### config.mk
export PLATFORM = sky130hd
export DESIGN_NAME = sort_load_ctrl
export DESIGN_NICKNAME = d
export VERILOG_FILES = /design/src/rtl/sort_pkg.sv /design/src/rtl/sort_slot_cnt.sv /design/src/rtl/sort_load_ctrl.sv
export SDC_FILE = /design/constraint.sdc
export NUM_CORES = 1
export LEC_CHECK = 0
export ABC_CLOCK_PERIOD_IN_PS = 2400
export BUFFER_PORTS_ARGS = -buffer_cell sky130_fd_sc_hd__buf_2
export CAP_MARGIN = 10
export CORE_ASPECT_RATIO = 0.6
export CORE_MARGIN = 4
export CORE_UTILIZATION = 40
export DETAILED_ROUTE_END_ITERATION = 8
export PLACE_DENSITY = 0.72
export SETUP_SLACK_MARGIN = 0.15
export SLEW_MARGIN = 20
export SYNTH_ARGS = -nofsm -noshare
export SYNTH_HDL_FRONTEND = slang
export SYNTH_HIERARCHICAL = 1
export SYNTH_SLANG_ARGS = --single-unit
### constraint.sdc
create_clock -name clk -period 2.4 [get_ports clk]
set_input_delay 0.72 -clock clk [delete_from_list [all_inputs] [get_ports clk]]
set_output_delay 0.72 -clock clk [all_outputs]
set_load 0.05 [all_outputs]
### src/rtl/sort_pkg.sv
// Shared constants and FSM state encoding for the strength-bank load sequencer.
package sort_pkg;

  localparam int N_ENTRIES = 32;
  localparam int IDX_W     = 5;
  localparam int STR_W     = 22;
  localparam int SLOT_W    = IDX_W + 2 + STR_W;

  localparam logic [2:0] ST_IDLE   = 3'd0;
  localparam logic [2:0] ST_CLEAR  = 3'd1;
  localparam logic [2:0] ST_LOAD   = 3'd2;
  localparam logic [2:0] ST_SETUP  = 3'd3;
  localparam logic [2:0] ST_STROBE = 3'd4;
  localparam logic [2:0] ST_HOLD   = 3'd5;
  localparam logic [2:0] ST_DONE   = 3'd6;

endpackage

### src/rtl/sort_slot_cnt.sv
// Slot index and written-slot count for one batch; the index stops at the last slot
// while the count still advances to N_ENTRIES.
module sort_slot_cnt
  import sort_pkg::*;
(
  input  logic             clk,
  input  logic             rst,
  input  logic             clr,
  input  logic             inc,
  output logic [IDX_W-1:0] index,
  output logic [IDX_W:0]   count,
  output logic             last
);

  localparam logic [IDX_W-1:0] LAST_IDX = IDX_W'(N_ENTRIES - 1);

  assign last = (index == LAST_IDX);

  // NOTE: sequential state uses non-blocking (<=) so every register samples pre-edge values.
  always_ff @(posedge clk or negedge rst) begin
    if (!rst) begin
      index <= '0;
      count <= '0;
    end else if (clr) begin
      index <= '0;
      count <= '0;
    end else if (inc) begin
      count <= count + (IDX_W + 1)'(1);
      if (!last) index <= index + IDX_W'(1);
    end
  end

endmodule

### src/rtl/sort_load_ctrl.sv
// Batch sequencer for the 32-slot strength bank: clears the bank, accepts results,
// drives a glitch-free registered write strobe and reports completion.
module sort_load_ctrl
  import sort_pkg::*;
(
  input  logic             clk,
  input  logic             rst,
  input  logic             start,
  input  logic             abort,
  input  logic             in_valid,
  output logic             in_ready,
  input  logic [STR_W-1:0] in_strength,
  input  logic             in_good,
  input  logic             in_bad,
  input  logic             slot_full,
  output logic             sort_clr,
  output logic             wr_en,
  output logic [IDX_W-1:0] wr_index,
  output logic [STR_W-1:0] wr_strength,
  output logic             wr_good,
  output logic             wr_bad,
  output logic [IDX_W:0]   count,
  output logic             busy,
  output logic             done,
  output logic             err_flag
);

  logic [2:0] state, state_nx;
  logic       cnt_clr, cnt_inc, last, accept, done_wait;

  assign accept = (state == ST_LOAD) && in_valid && in_ready && !abort;

  // NOTE: every always_comb output gets a default first so no latch is inferred.
  always_comb begin
    state_nx = state;
    cnt_clr  = 1'b0;
    cnt_inc  = 1'b0;
    if (abort) begin
      state_nx = ST_IDLE;
    end else begin
      case (state)
        ST_IDLE, ST_DONE: if (start) begin
          state_nx = ST_CLEAR;
          cnt_clr  = 1'b1;
        end
        ST_CLEAR:  state_nx = ST_LOAD;
        ST_LOAD:   if (accept) state_nx = ST_SETUP;
        ST_SETUP:  state_nx = ST_STROBE;
        ST_STROBE: state_nx = ST_HOLD;
        ST_HOLD: begin
          cnt_inc  = 1'b1;
          state_nx = last ? ST_DONE : ST_LOAD;
        end
        default:   state_nx = ST_IDLE;
      endcase
    end
  end

  sort_slot_cnt u_slot_cnt (
    .clk   (clk),
    .rst   (rst),
    .clr   (cnt_clr),
    .inc   (cnt_inc),
    .index (wr_index),
    .count (count),
    .last  (last)
  );

  // Strobe-type outputs are decoded from the next state so each is a clean flop output;
  // abort during STROBE therefore lets the current high phase run to its edge.
  always_ff @(posedge clk or negedge rst) begin
    if (!rst) begin
      state       <= ST_IDLE;
      sort_clr    <= 1'b0;
      in_ready    <= 1'b0;
      wr_en       <= 1'b0;
      wr_strength <= '0;
      wr_good     <= 1'b0;
      wr_bad      <= 1'b0;
      busy        <= 1'b0;
      done        <= 1'b0;
      err_flag    <= 1'b0;
      done_wait   <= 1'b0;
    end else begin
      state     <= state_nx;
      sort_clr  <= (state_nx == ST_CLEAR);
      in_ready  <= (state_nx == ST_LOAD);
      wr_en     <= (state_nx == ST_STROBE);
      busy      <= (state_nx != ST_IDLE) && (state_nx != ST_DONE);
      done_wait <= (state == ST_DONE) && (state_nx == ST_DONE);

      if (accept) begin
        wr_strength <= in_strength;
        wr_good     <= in_good & ~in_bad;
        wr_bad      <= in_bad;
        if (in_good && in_bad) err_flag <= 1'b1;
      end

      // done_wait marks the second DONE cycle, where a missing slot_full becomes an error.
      if (cnt_clr) begin
        done     <= 1'b0;
        err_flag <= 1'b0;
      end else if (abort) begin
        done <= 1'b0;
      end else if ((state == ST_DONE) && !done) begin
        if (slot_full) begin
          done <= 1'b1;
        end else if (done_wait) begin
          done     <= 1'b1;
          err_flag <= 1'b1;
        end
      end
    end
  end

endmodule

## Yosys cells after proc, flatten, opt, wreduce, memory -nomap -nowiden

Cells that the tools add are included.

- Register bits after elaboration: 45
- Input port bits: 30
- Output and inout bits: 41
- Logic and storage cells: 74

- Add/subtract/negate cells: 2
- Equal/unequal tests: 13
- Multiplexer cells: 27
- Bitwise gates (word level): 2
- Reduce and logical (&&, ||, !) cells: 17

Operators with widths:

| operator | number |
|---|---|
| 3-bit one-hot mux with 6 select lines | 1 |
| 1-bit 2-to-1 mux | 17 |
| 3-bit == test (second input constant) | 5 |
| 5-bit 2-to-1 mux | 3 |
| 3-bit 2-to-1 mux | 4 |
| 6-bit 2-to-1 mux | 2 |
| 3-bit by 2-bit == test with 1-bit output (second input constant) | 3 |
| 1-bit logical AND | 7 |
| 6-bit by 1-bit adder with 6-bit output (second input constant) | 1 |
| 3-bit by 1-bit == test with 1-bit output (second input constant) | 2 |
| 3-bit nonzero test | 2 |
| 5-bit by 1-bit adder with 5-bit output (second input constant) | 1 |
| 5-bit == test (second input constant) | 1 |
| 2-bit AND reduction | 2 |
| 4-bit nonzero test | 1 |
| 3-bit logical NOT | 1 |
| 3-bit inequality test (second input constant) | 1 |
| 1-bit logical NOT | 2 |
| 2-bit inequality test (second input constant) | 1 |
| 2-bit nonzero test | 1 |
| 2-bit OR reduction | 1 |
| 1-bit AND | 1 |
| 1-bit inverter | 1 |

## Depth between registers and ports, before layout

- Depth after elaboration: 10
- Gate-level depth with buffers: 8
- Gate-level depth less buffers: 6

## By module

Netlist, hierarchy kept.

Modules (own cells, without submodules):

| module | instances | cells each | area an instance (um2) | sequential area each (um2) |
|---|---|---|---|---|
| sort_load_ctrl | 1 | 104 | 1442.6 | 850.8 |
| sort_slot_cnt | 1 | 49 | 546.8 | 275.3 |

## Worst setup path after synthesis

OpenSTA, ideal clock, no wires.

- Path type: reg-to-reg
- Start: register u_slot_cnt.index[0]
- End: register u_slot_cnt.index[3]
- Setup time: 0.078 ns
- Arrival: 1.925 ns
- Data required time: 2.322 ns
- Path slack: 0.397 ns
- Cell stages (with the launch flop): 8
- Path buffers: 1
- Clock period less this slack: 2.003 ns
- Cell sequence: dfrtp_1 -> ha_1 -> and3_1 -> ha_1 -> nand2b_4 -> buf_6 -> or3_1 -> a21oi_1

- Elaborated cells on any way between the ends: 7
- Classes of those cells: add/sub: 1; eq/ne: 2; mux: 3; reduce/logical: 1

RTL lines:

| element | line | text |
|---|---|---|
| from (decl) | sort_slot_cnt.sv:10 | `output logic [IDX_W-1:0] index,` |
| from (signal assigned) | sort_slot_cnt.sv:29 | `if (!last) index <= index + IDX_W'(1);` |
| 5-bit == test | sort_slot_cnt.sv:17 | `assign last = (index == LAST_IDX);` |
| named net last | sort_load_ctrl.sv:29 | `logic cnt_clr, cnt_inc, last, accept, done_wait;` |
| 2-bit inequality test (no source line) | n/a |  |
| 2-bit AND reduction (no source line) | n/a |  |

The timed path passes the listed nets, and every way through them passes these cells. The select of a mux whose other input is x is not followed.
A chain may end at the register's enable or synchronous reset.

## Worst setup path after layout

- Start: input port abort
- End: register u_slot_cnt.count[5]

- Longest elaborated chain between the ends: 2
- Elaborated cells on any way between the ends: 4
- Classes of those cells: mux: 3; reduce/logical: 1

Ends and longest elaborated chain:

| element | line | text |
|---|---|---|
| from (decl) | sort_load_ctrl.sv:9 | `input logic abort,` |
| 1-bit 2-to-1 mux | sort_load_ctrl.sv:38 | `if (abort) begin` |
| named net cnt_inc | sort_load_ctrl.sv:29 |  |
| 2-bit nonzero test (no source line) | n/a |  |
| to (signal assigned) | sort_slot_cnt.sv:28 | `count <= count + (IDX_W + 1)'(1);` |
| to (decl) | sort_slot_cnt.sv:11 | `output logic [IDX_W:0] count,` |

The timed path passes the listed nets, and every way through them passes these cells.

==> impl_metrics.yaml <==
pwr:
  leakage_nw: 1.36
  p_per_area_nw_per_um2: 720
  vdd_drop_max_mv: 0.420
cells_and_area:
  layout-drive-gt1-share_pct: 48.9
  final_util_pct: 53.6
  nFillCells: 407
  fin_nets: 259
  final_cell_mix: "70 x buf_2, 45 x dfrtp_1, 18 x mux2_2, 17 x nor2_1"
  antenna_cells: 0
  syn_to_final_growth_pct: 26.2
  final_common_cell: "buf_2"
  post-route-cell-area_um2: 2510
setup_path:
  end_kind: "flip-flop"
  startpoint: "abort"
  worstPathCellList: "buf_2 > nand2b_1 > nor2_1 > buf_4 > nand4_2 > or3_1 > a21oi_1"
  worstPathArrival_ns: 2.06
  crit_end: "u_slot_cnt/count[5]"
  reg2reg_slack_ns: 0.62
  worstReg2RegStart: "state[0]"
  worstReg2RegEnd: "u_slot_cnt/count[5]"
  slowest_delay_ns: 0.36
  worstSetupPathType: "input pin to flip-flop"
  ff2ff_path_depth: 6
  start_kind: "input pin"
  worstPathRequired_ns: 2.62
  path_max_fanout: 12
  cp_slowest_cell: "or3_1"
sta:
  finalHoldViolations: 0
  timing.fmax_mhz: 545
  finalClockSkew_ns: 0.00254
  setup_ws_ns: 0.566
  worst_slew_pin_slew_ns: 0.550
  rsz0062_at_grt: "no"
  min_period_ns: 1.83
  tns_ns: 0
  finalCritPeriodShare_pct: 76.4
  setup_violations: 0
  hold_ws_ns: 0.480
  max_slew_margin_pct: 63.3
  timing.final.max_slew_violations: 0
drt:
  wirelength_um: 4000
  dr.first_iter.drc_count: 57
  vias_per_cell: 4.80
  vias: 1393
  final_antenna_net_count: 0
  wl_per_cell_um: 13.8
  drc: 0
  drtPass1Iterations: 4
synth:
  syn_area_um2: 1990
  synth.distinct_cells: 36
  synth_edf_count: 0
  yosysWarnings: 6
  synth_top_cell_by_area: "dfrtp_1"
  ys_seq_area_share_pct: 56.6
  netlist_instances: 153
  async_flop_share_pct: 100
  syn_nets: 186
  syn_avg_cell_area_um2: 13.0
  synth_top_flop_cell: "dfrtp_1"
  yosysTopAreaCellShare_pct: 56.6
  ys_seq_elements: 45
  synth.top_cells.by_area: "dfrtp_1 57%, mux2_2 10%, mux2_4 3.8%"
placement:
  io_buffers: 70
  place_area_um2: 2390
  pre_cts_slack_ns: 0.252
  hpwl_um: 2970
  globalplace.congestion: 0.773
flow_run:
  drv_cap: 0
cts:
  clock-root-buffer: "clkbuf_8"
  clk_latency_ns: 0.29
  clk_pin_slew_worst_paths_ns: 0.08
  htree_levels: 2
  clock_path_buffers: 2
  post_cts_buffers: 0
  tritoncts: "done"
  cts_buffers: 5
  hold_buffers: 0
  clock_sinks: 45
  cts_resized: 0
global_routing:
  busiest_layer: "met2"
  use_met3_pct: 6.47
  grt_pass1_wl_um: 6650
  grt_usage_pct: 13.5
  grt_max_degree: 46
  antenna_found_initial: 0
  gr-total-overflow: 0
  met2_usage_pct: 19.3
  met1_usage_pct: 17.4
  grt_pass1_vias: 1462
floorplan:
  dieArea_um2: 6200
  die_w_um: 99.0
  io_pins: 71
  row_count: 19
  die_y_um: 62.6
  coreArea_um2: 4680
  start_util_pct: 42.5
min_path:
  worst_hold_path_type: "input pin to asynchronous set/reset pin"
run_status:
  outcome: "finished, final reports clean"
metal layers:
metal  wire length, um  vias to the layer above  part of all wire (%)
li1                  -                      677                     -
met1              1890                      662                    47
met2              1680                       47                    42
met3               362                        7                   9.1
met4                60                        0                   1.5
met5                 0                        -                     0
worst min-delay path by stage:
| stage | start | endpoint | slack, ns | depth (start not counted) |
|---|---|---|---|---|
| finish | rst | wr_strength[21] | 0.48 | 2 |
| global route | wr_strength[4] | wr_strength[4] | 0.52 | 1 |
| CTS | rst | wr_strength[21] | 0.51 | 2 |
| detailed placement | wr_strength[9] | wr_strength[9] | 0.49 | 1 |
| global placement | wr_strength[20] | wr_strength[20] | 0.49 | 1 |
| floorplan | rst | busy | 0.42 | 0 |
registers in the layout (all words and copies together) (netlist names):
register	flops
wr_strength	22
wr_bad	1
state	3
in_ready	1
sort_clr	1
wr_en	1
u_slot_cnt/index	5
err_flag	1
done_wait	1
u_slot_cnt/count	6
wr_good	1
busy	1
done	1
critical path, delay by kind of cell:
family,cells,cell delay (ns)
and+or+nand+nor,4,0.84
buffers and inverters,2,0.35
AOI/OAI and AO/OA,1,0.14
synth_stat cells, types with 4 or more instances:
master	number
dfrtp_1	45
xor2_1	5
a21oi_1	6
nand2_1	4
nor3_1	4
mux2i_1	4
mux2_2	18
nor2_1	17
mux2_4	5
where the power goes:
part	switching, W	internal, W
sequential	0.0000357	0.000813
combinational	0.000271	0.000108
clock	0.000243	0.000339
total	0.000549	0.00126
layout make-up:
cell class                      instances  area, um2  share of cell area [%]
Inverter                                3       11.3                   0.448
Sequential cell                        45       1130                    44.8
Clock buffer                            7       86.3                    3.44
Clock inverter                          1       30.0                    1.20
Multi-Input combinational cell         96        778                    31.0
Timing Repair Buffer                   75        400                    15.9
Tap cell                               63       78.8                    3.14
cell families (layout without fill, tap and decap cells):
group | Yosys count | count (layout) | share of synthesized area (%)
buf+inv | 12 | 86 | 4.28
compound gates | 13 | 13 | 4.59
fa+ha+maj | 4 | 4 | 2.39
simple gates | 46 | 46 | 13.5
flops | 45 | 45 | 56.6
mux | 27 | 27 | 16.0
xor+xnor | 6 | 6 | 2.64
metrics by stage:
stage / instances / power [W]
after floorplan: 153 / 0.00113
after global placement: 282 / 0.00124
after detailed placement: 282 / 0.00124
after CTS: 290 / 0.00183
after global routing: 290 / 0.00188
final: 290 / 0.00181
Power figures use the tool's default switching activity.
